**src/rtl/if_fetch.sv**
```systemverilog
// if_fetch: instruction-fetch stage feeding the IF/ID pipeline register.
// Holds the PC and keeps at most one imem read outstanding over a
// req/gnt/rvalid handshake. Each fetched word is presented on IF_inst/IF_pc
// for exactly one cycle. IF_inst is NOP_INST and IF_pc is 0 in every other cycle.
// Stalls hold the fetched word in a one-entry buffer and replay it later.
// A redirect discards any work still in flight.
// Optional build macro: FETCH_BYPASS_EN. When it is defined, a response that
// arrives with no stall is delivered in the same cycle and does not pass
// through HOLD.
//
// state   | meaning
// --------+-------------------------------------------------------------
// S_FETCH | request imem at r_pc_reg and wait for the grant
// S_WAIT  | request granted, waiting for rvalid (r_discard drops it)
// S_HOLD  | response buffered, deliver once the stall and redirect are low
module if_fetch #(
    parameter logic [0:31] RESET_PC = 32'h0000_0000,
    parameter logic [0:31] NOP_INST = 32'hF000_0000
) (
    input  logic        clk,
    input  logic        reset,
    input  logic        IF_stall,
    input  logic        br_taken,
    input  logic [0:31] br_target,
    output logic        imem_req,
    output logic [0:31] imem_addr,
    input  logic        imem_gnt,
    input  logic        imem_rvalid,
    input  logic [0:31] imem_rdata,
    output logic [0:31] IF_inst,
    output logic [0:31] IF_pc
);

    typedef enum logic [1:0] {
        S_FETCH = 2'd0,
        S_WAIT  = 2'd1,
        S_HOLD  = 2'd2
    } state_t;

    state_t      r_state;
    logic [0:31] r_pc_reg;
    logic [0:31] r_req_pc;
    logic [0:31] r_buf_inst;
    logic [0:31] r_buf_pc;
    logic        r_buf_valid;
    logic        r_discard;

    logic        w_req;
    logic        w_hold_deliver;
    logic        w_bypass;

    // A request is issued only in FETCH. A redirect in the same cycle
    // suppresses it so that the stale pc_reg is never requested. Reset also
    // masks it because the memory is reset in the same cycle.
    assign w_req = (r_state == S_FETCH) && !br_taken && !reset;

    // The buffer is delivered only when the stall and the redirect are both low.
    assign w_hold_deliver = (r_state == S_HOLD) && r_buf_valid
                            && !IF_stall && !br_taken && !reset;

`ifdef FETCH_BYPASS_EN
    // A clean response with no stall is delivered in the cycle it arrives.
    assign w_bypass = (r_state == S_WAIT) && imem_rvalid && !r_discard
                      && !br_taken && !IF_stall && !reset;
`else
    assign w_bypass = 1'b0;
`endif

    // The memory request and the delivery to IF/ID are combinational.
    // IF/ID registers the delivery.
    always_comb begin
        imem_req  = w_req;
        imem_addr = r_pc_reg;
        IF_inst   = NOP_INST;
        IF_pc     = 32'h0000_0000;
        if (w_hold_deliver) begin
            IF_inst = r_buf_inst;
            IF_pc   = r_buf_pc;
        end else if (w_bypass) begin
            IF_inst = imem_rdata;
            IF_pc   = r_req_pc;
        end
    end

    // Fetch FSM with synchronous reset. Priority is reset, then redirect,
    // then stall.
    always_ff @(posedge clk) begin
        if (reset) begin
            r_state     <= S_FETCH;
            r_pc_reg    <= RESET_PC;
            r_req_pc    <= 32'h0000_0000;
            r_buf_inst  <= NOP_INST;
            r_buf_pc    <= 32'h0000_0000;
            r_buf_valid <= 1'b0;
            r_discard   <= 1'b0;
        end else begin
            case (r_state)
                S_FETCH: begin
                    // rvalid is ignored here. A response to a request made
                    // before reset can arrive in this state and is dropped.
                    if (br_taken) begin
                        r_pc_reg <= br_target;
                    end else if (imem_gnt) begin
                        r_req_pc <= r_pc_reg;
                        r_pc_reg <= r_pc_reg + 32'd4;
                        r_state  <= S_WAIT;
                    end
                end

                S_WAIT: begin
                    if (imem_rvalid) begin
                        if (r_discard || br_taken) begin
                            r_discard <= 1'b0;
                            if (br_taken) begin
                                r_pc_reg <= br_target;
                            end
                            r_state <= S_FETCH;
                        end else if (w_bypass) begin
                            r_state <= S_FETCH;
                        end else begin
                            r_buf_inst  <= imem_rdata;
                            r_buf_pc    <= r_req_pc;
                            r_buf_valid <= 1'b1;
                            r_state     <= S_HOLD;
                        end
                    end else if (br_taken) begin
                        // The request is still outstanding. Remember to drop
                        // its response when it arrives.
                        r_pc_reg  <= br_target;
                        r_discard <= 1'b1;
                    end
                end

                S_HOLD: begin
                    if (br_taken) begin
                        r_buf_valid <= 1'b0;
                        r_pc_reg    <= br_target;
                        r_state     <= S_FETCH;
                    end else if (!IF_stall) begin
                        r_buf_valid <= 1'b0;
                        r_state     <= S_FETCH;
                    end
                end

                default: begin
                    r_state <= S_FETCH;
                end
            endcase
        end
    end

endmodule

```
**config.mk**
```make
export PLATFORM = sky130hd
export DESIGN_NAME = if_fetch
export DESIGN_NICKNAME = d
export VERILOG_FILES = /design/src/rtl/if_fetch.sv
export SDC_FILE = /design/constraint.sdc
export NUM_CORES = 1
export LEC_CHECK = 0
export ABC_AREA = 1
export BUFFER_PORTS_ARGS = -buffer_cell sky130_fd_sc_hd__buf_2
export CAP_MARGIN = 5
export CORE_UTILIZATION = 35
export CTS_CLUSTER_DIAMETER = 150
export CTS_CLUSTER_SIZE = 25
export DETAILED_ROUTE_END_ITERATION = 8
export PLACE_DENSITY = 0.69
export SYNTH_ARGS = -nofsm -noshare
export SYNTH_HDL_FRONTEND = slang
export SYNTH_SLANG_ARGS = --single-unit
```
**constraint.sdc**
```tcl
create_clock -name clk -period 2.4 [get_ports clk]
set_clock_uncertainty 0.1 [all_clocks]
set_input_delay 0.12 -clock clk [delete_from_list [all_inputs] [get_ports clk]]
set_output_delay 0.12 -clock clk [all_outputs]
set_load 0.1 [all_outputs]
```
[After elaboration in Yosys (flattened, before gate mapping)]
Cells that the tools add are included.
Cells by class
  add/sub/neg operators: 1
  eq/ne operators: 10
  mux-type cells: 23
  bitwise operators: 2
  reductions and logical operators: 20
Operators by type and width (number)
  32-bit 2-to-1 mux: 7
  32-bit one-hot mux with 3 select lines: 1
  32-bit by 3-bit adder with 32-bit output, second input constant: 1
  2-bit 2-to-1 mux: 6
  3-bit AND reduction: 4
  3-bit inequality test, second input constant: 3
  2-bit inequality test, second input constant: 4
  4-bit AND reduction: 2
  1-bit 2-to-1 mux: 7
  1-bit logical AND: 6
  2-bit one-hot mux with 3 select lines: 1
  2-bit nonzero test: 2
  1-bit logical NOT: 3
  3-bit nonzero test: 1
  2-bit by 1-bit == test with 1-bit output, second input constant: 1
  2-bit == test, second input constant: 1
  2-bit logical NOT: 1
  2-bit by 1-bit inequality test with 1-bit output, second input constant: 1
  1-bit NOT: 2
  1-bit one-hot mux with 2 select lines: 1
  1-bit logical OR: 1
Storage, ports and cells
  bits in registers: 132
  word-level logic and storage cells: 63

[Longest topological paths before layout]
  word-level depth: 6
  gate-level depth with buffers: 10
  depth with buffers taken out: 10

[Worst setup path after synthesis]
No wires, ideal clock.
  kind: register to output
  from: reg r_state[0]
  to: out IF_inst[10] (netlist bit)
  data arrival time: 2.309 ns
  data required time: 2.180 ns
  slack: -0.129 ns
  cell stages (with the launch flop): 8
  cell sequence: dfxtp_1 -> inv_1 -> ha_1 -> nand2_1 -> nor2_1 -> inv_2 -> clkbuf_1 -> nor2_1
On the way
  longest elaborated chain between the ends: 6
RTL lines
  from (decl): line 40  | state_t r_state;
  from (signal assigned): line 89  | r_state <= S_FETCH;
  from (signal assigned): line 106  | r_state <= S_WAIT;
  from (signal assigned): line 117  | r_state <= S_FETCH;
  2-bit == test: line 58  | assign w_hold_deliver = (r_state == S_HOLD) && r_buf_valid
  1-bit logical AND: line 58
  1-bit logical AND (3 in series): line 59  | && !IF_stall && !br_taken && !reset;
  32-bit 2-to-1 mux: line 76  | if (w_hold_deliver) begin
  to (decl): line 30  | output logic [0:31] IF_inst,
Every way passes these cells.

[Worst setup path in the final report]
  from: reg r_state[0]
  to: out IF_pc[25] (netlist bit)
On the way
  longest elaborated chain between the ends: 6
RTL lines
  2-bit == test: line 58
  1-bit logical AND: line 58
  1-bit logical AND (3 in series): line 59
  32-bit 2-to-1 mux: line 76
  to (decl): line 31  | output logic [0:31] IF_pc
Every way passes these cells.

==> flow_summary.json <==
{
  "die_y_um": 136,
  "place_hpwl_um": 12200,
  "layout.cells.most_common": "nand2_1",
  "drt-met1-wl_um": 8580,
  "overflow": 0,
  "synth_cells": 943,
  "setup_violations": 0,
  "cp.required_ns": 2.18,
  "num_antenna_cells": 0,
  "ir_drop_mv": 1.30,
  "die_area_um2": 18600,
  "initial_core_util": 0.361,
  "clk_pin_slew_worst_paths_ns": 0.06,
  "synth_seq_cells": 132,
  "hold_path.class": "primary input to register",
  "place_ws_ns": 0.294,
  "multi_input_area_um2": 2960,
  "slowest_stage": "buf_2",
  "cts-root-buf": "clkbuf_16",
  "numCtsBuffers": 17,
  "p_per_area_nw_per_um2": 1180,
  "drt_first_pass_iters": 6,
  "critPathLaunchType": "register",
  "hold_viol": 0,
  "antenna_found_initial": 0,
  "wl_met3_um": 1260,
  "wl_um": 18500,
  "drive_above_1_share": 0.207,
  "nFillCells": 1713,
  "cap_viol_max_count": 0,
  "critPathBufInv": 4,
  "ioPinCount": 167,
  "max_freq_ghz": 0.434,
  "clk_path_buf_depth": 2,
  "worst_pin_slew_ns": 0.900,
  "design.core.area_um2": 17500,
  "detail-route-antenna-nets": 0,
  "wl_per_cell_um": 13.3,
  "routabilityCongestion": 0.909,
  "synth.avg_cell_area_um2": 6.69,
  "synth_warnings": 0,
  "outcome": "completed",
  "synth.distinct_cells": 39,
  "rows": 48,
  "ys_seq_area_frac": 0.419,
  "drtIter0Drc": 555,
  "routed-wl-met2_um": 8320,
  "crit_path_end_kind": "primary output",
  "clock-sinks": 132,
  "whs_ns": 0.0312,
  "grt_pass1_vias": 6118,
  "fin_util": 0.498,
  "path_delay_family": "buffers and inverters",
  "period_minus_slack_ns": 2.30,
  "slew_headroom": 0.400,
  "critPathMaxStageDelay_ns": 0.43,
  "cts_htree_levels": 4,
  "routed-via-count": 6577,
  "critical_path_class": "register to primary output",
  "area_growth_pct": 37.9,
  "cts_tree": "done",
  "dr.max_layer_used": "met4",
  "leakage_nw": 3.55,
  "path_cells": "inv_2, ha_2, nand2_1, nor2_4, inv_6, buf_12, nor2_1, buf_2",
  "cp.arrival_ns": 2.08,
  "syn-cell-area_um2": 6310,
  "grt_start_max_net_pins": 104,
  "final_cell_mix": "nand2_1, nor2_1, a21oi_1",
  "routed_via_density": 4.75,
  "gr-usage-all-layers": 0.200,
  "grt_pass1_wl_um": 29400,
  "report.final.slew_viol_count": 0,
  "area.sequential_um2": 2640,
  "port_buffers": 166,
  "crit_path_max_fanout": 27,
  "finalNetCount": 1224,
  "clock_latency_ns": 0.41,
  "drcViolationCount": 0,
  "fin_ws_ns": 0.0964,
  "syn-num-nets": 1019,
  "period_share": 0.960,
  "die_w_um": 136
}
-- metrics by stage --
step           instances  cell area [µm²]  TNS [ns]  power [mW]
6_report            1386             8700         0        10.2
5_1_grt             1386             8700   -0.0338        10.9
4_1_cts             1386             8640         0        10.3
3_5_place_dp        1295             7390         0        7.49
3_3_place_gp        1295             7390         0        7.43
2_1_floorplan        943             6310     -7.73        6.62
-- worst paths after layout --
path	from	to	slack (ns)	cells after the start
worst max-delay path	r_state[0]	IF_pc[25]	0.1	8
worst min-delay path	br_target[4]	imem_addr[4]	0.03	5
worst max register to register	r_state[1]	r_buf_pc[12]	0.30	7
worst min register to register	r_buf_inst[0]	r_buf_inst[0]	0.35	2
-- worst reg2reg max path: cells and delay by family, from the launching register on --
family	cells	cell delay [ns]
and+or+nand+nor	2	0.29
buffers and inverters	2	0.62
AOI/OAI and AO/OA	2	0.40
adders and majority gates	1	0.28
DFF	1	0.33
-- per-layer routing --
metal  vias to the layer above  track usage
met1                      2910        0.264
met4                         0       0.0710
li1                       3415            -
met2                       229        0.320
met5                         -            0
met3                        23       0.0451
-- cell families after synthesis --
| group | Yosys count | synth area share |
|---|---|---|
| simple gates | 365 | 0.243 |
| compound gates | 258 | 0.208 |
| buf+inv | 180 | 0.115 |
| flops | 132 | 0.419 |
| fa+ha+maj | 6 | 0.0119 |
| xor+xnor | 2 | 0.00278 |
-- cell type report --
| type | count | share of cell area |
|---|---|---|
| Clock buffer | 20 | 0.0525 |
| Tap cell | 225 | 0.0324 |
| Multi-Input combinational cell | 631 | 0.340 |
| Inverter | 129 | 0.0564 |
| Sequential cell | 132 | 0.304 |
| Timing Repair Buffer | 237 | 0.197 |
| Clock inverter | 12 | 0.0178 |
-- synthesized netlist by cell type (all sizes together) --
master,instances,area (µm²)
nand2,160,613
nor2,148,594
a21oi,134,674
dfxtp,132,2640
inv,128,480
o21ai,118,591
nand3,38,195
clkbuf,32,120
buf,19,123
or2,8,50.1
ha,6,75.1
nand4,5,31.3
nor3,4,36.3
a211oi,1,7.51
a31oi,1,6.26
and3,1,6.26
clkinv,1,5.00
nand3b,1,7.51
o211ai,1,12.5
o21a,1,7.51
o22ai,1,6.26
o31ai,1,7.51
xnor2,1,8.76
xor2,1,8.76
-- sequential cells by signal, indices dropped and copies added, names as in the netlist --
signal	count
r_buf_pc	32
r_req_pc	32
imem_addr	32
r_buf_valid	1
r_state	2
r_buf_inst	32
r_discard	1
-- report_power, final --
part	internal, mW	total, mW	switching [mW]
logic	1.07	4.31	3.25
registers	2.70	3.25	0.549
clock network	1.69	2.67	0.981
-- repair_timing --
item | in CTS | in global routing
setup buffers | 0 | 0
resized for setup | 18 | 26
endpoints found under the setup margin | 44 | 44
pin swaps | 0 | 1
endpoints found under the hold margin | 58 | 0
hold buffers | 59 | 0
(Power assumes the default switching activity.)
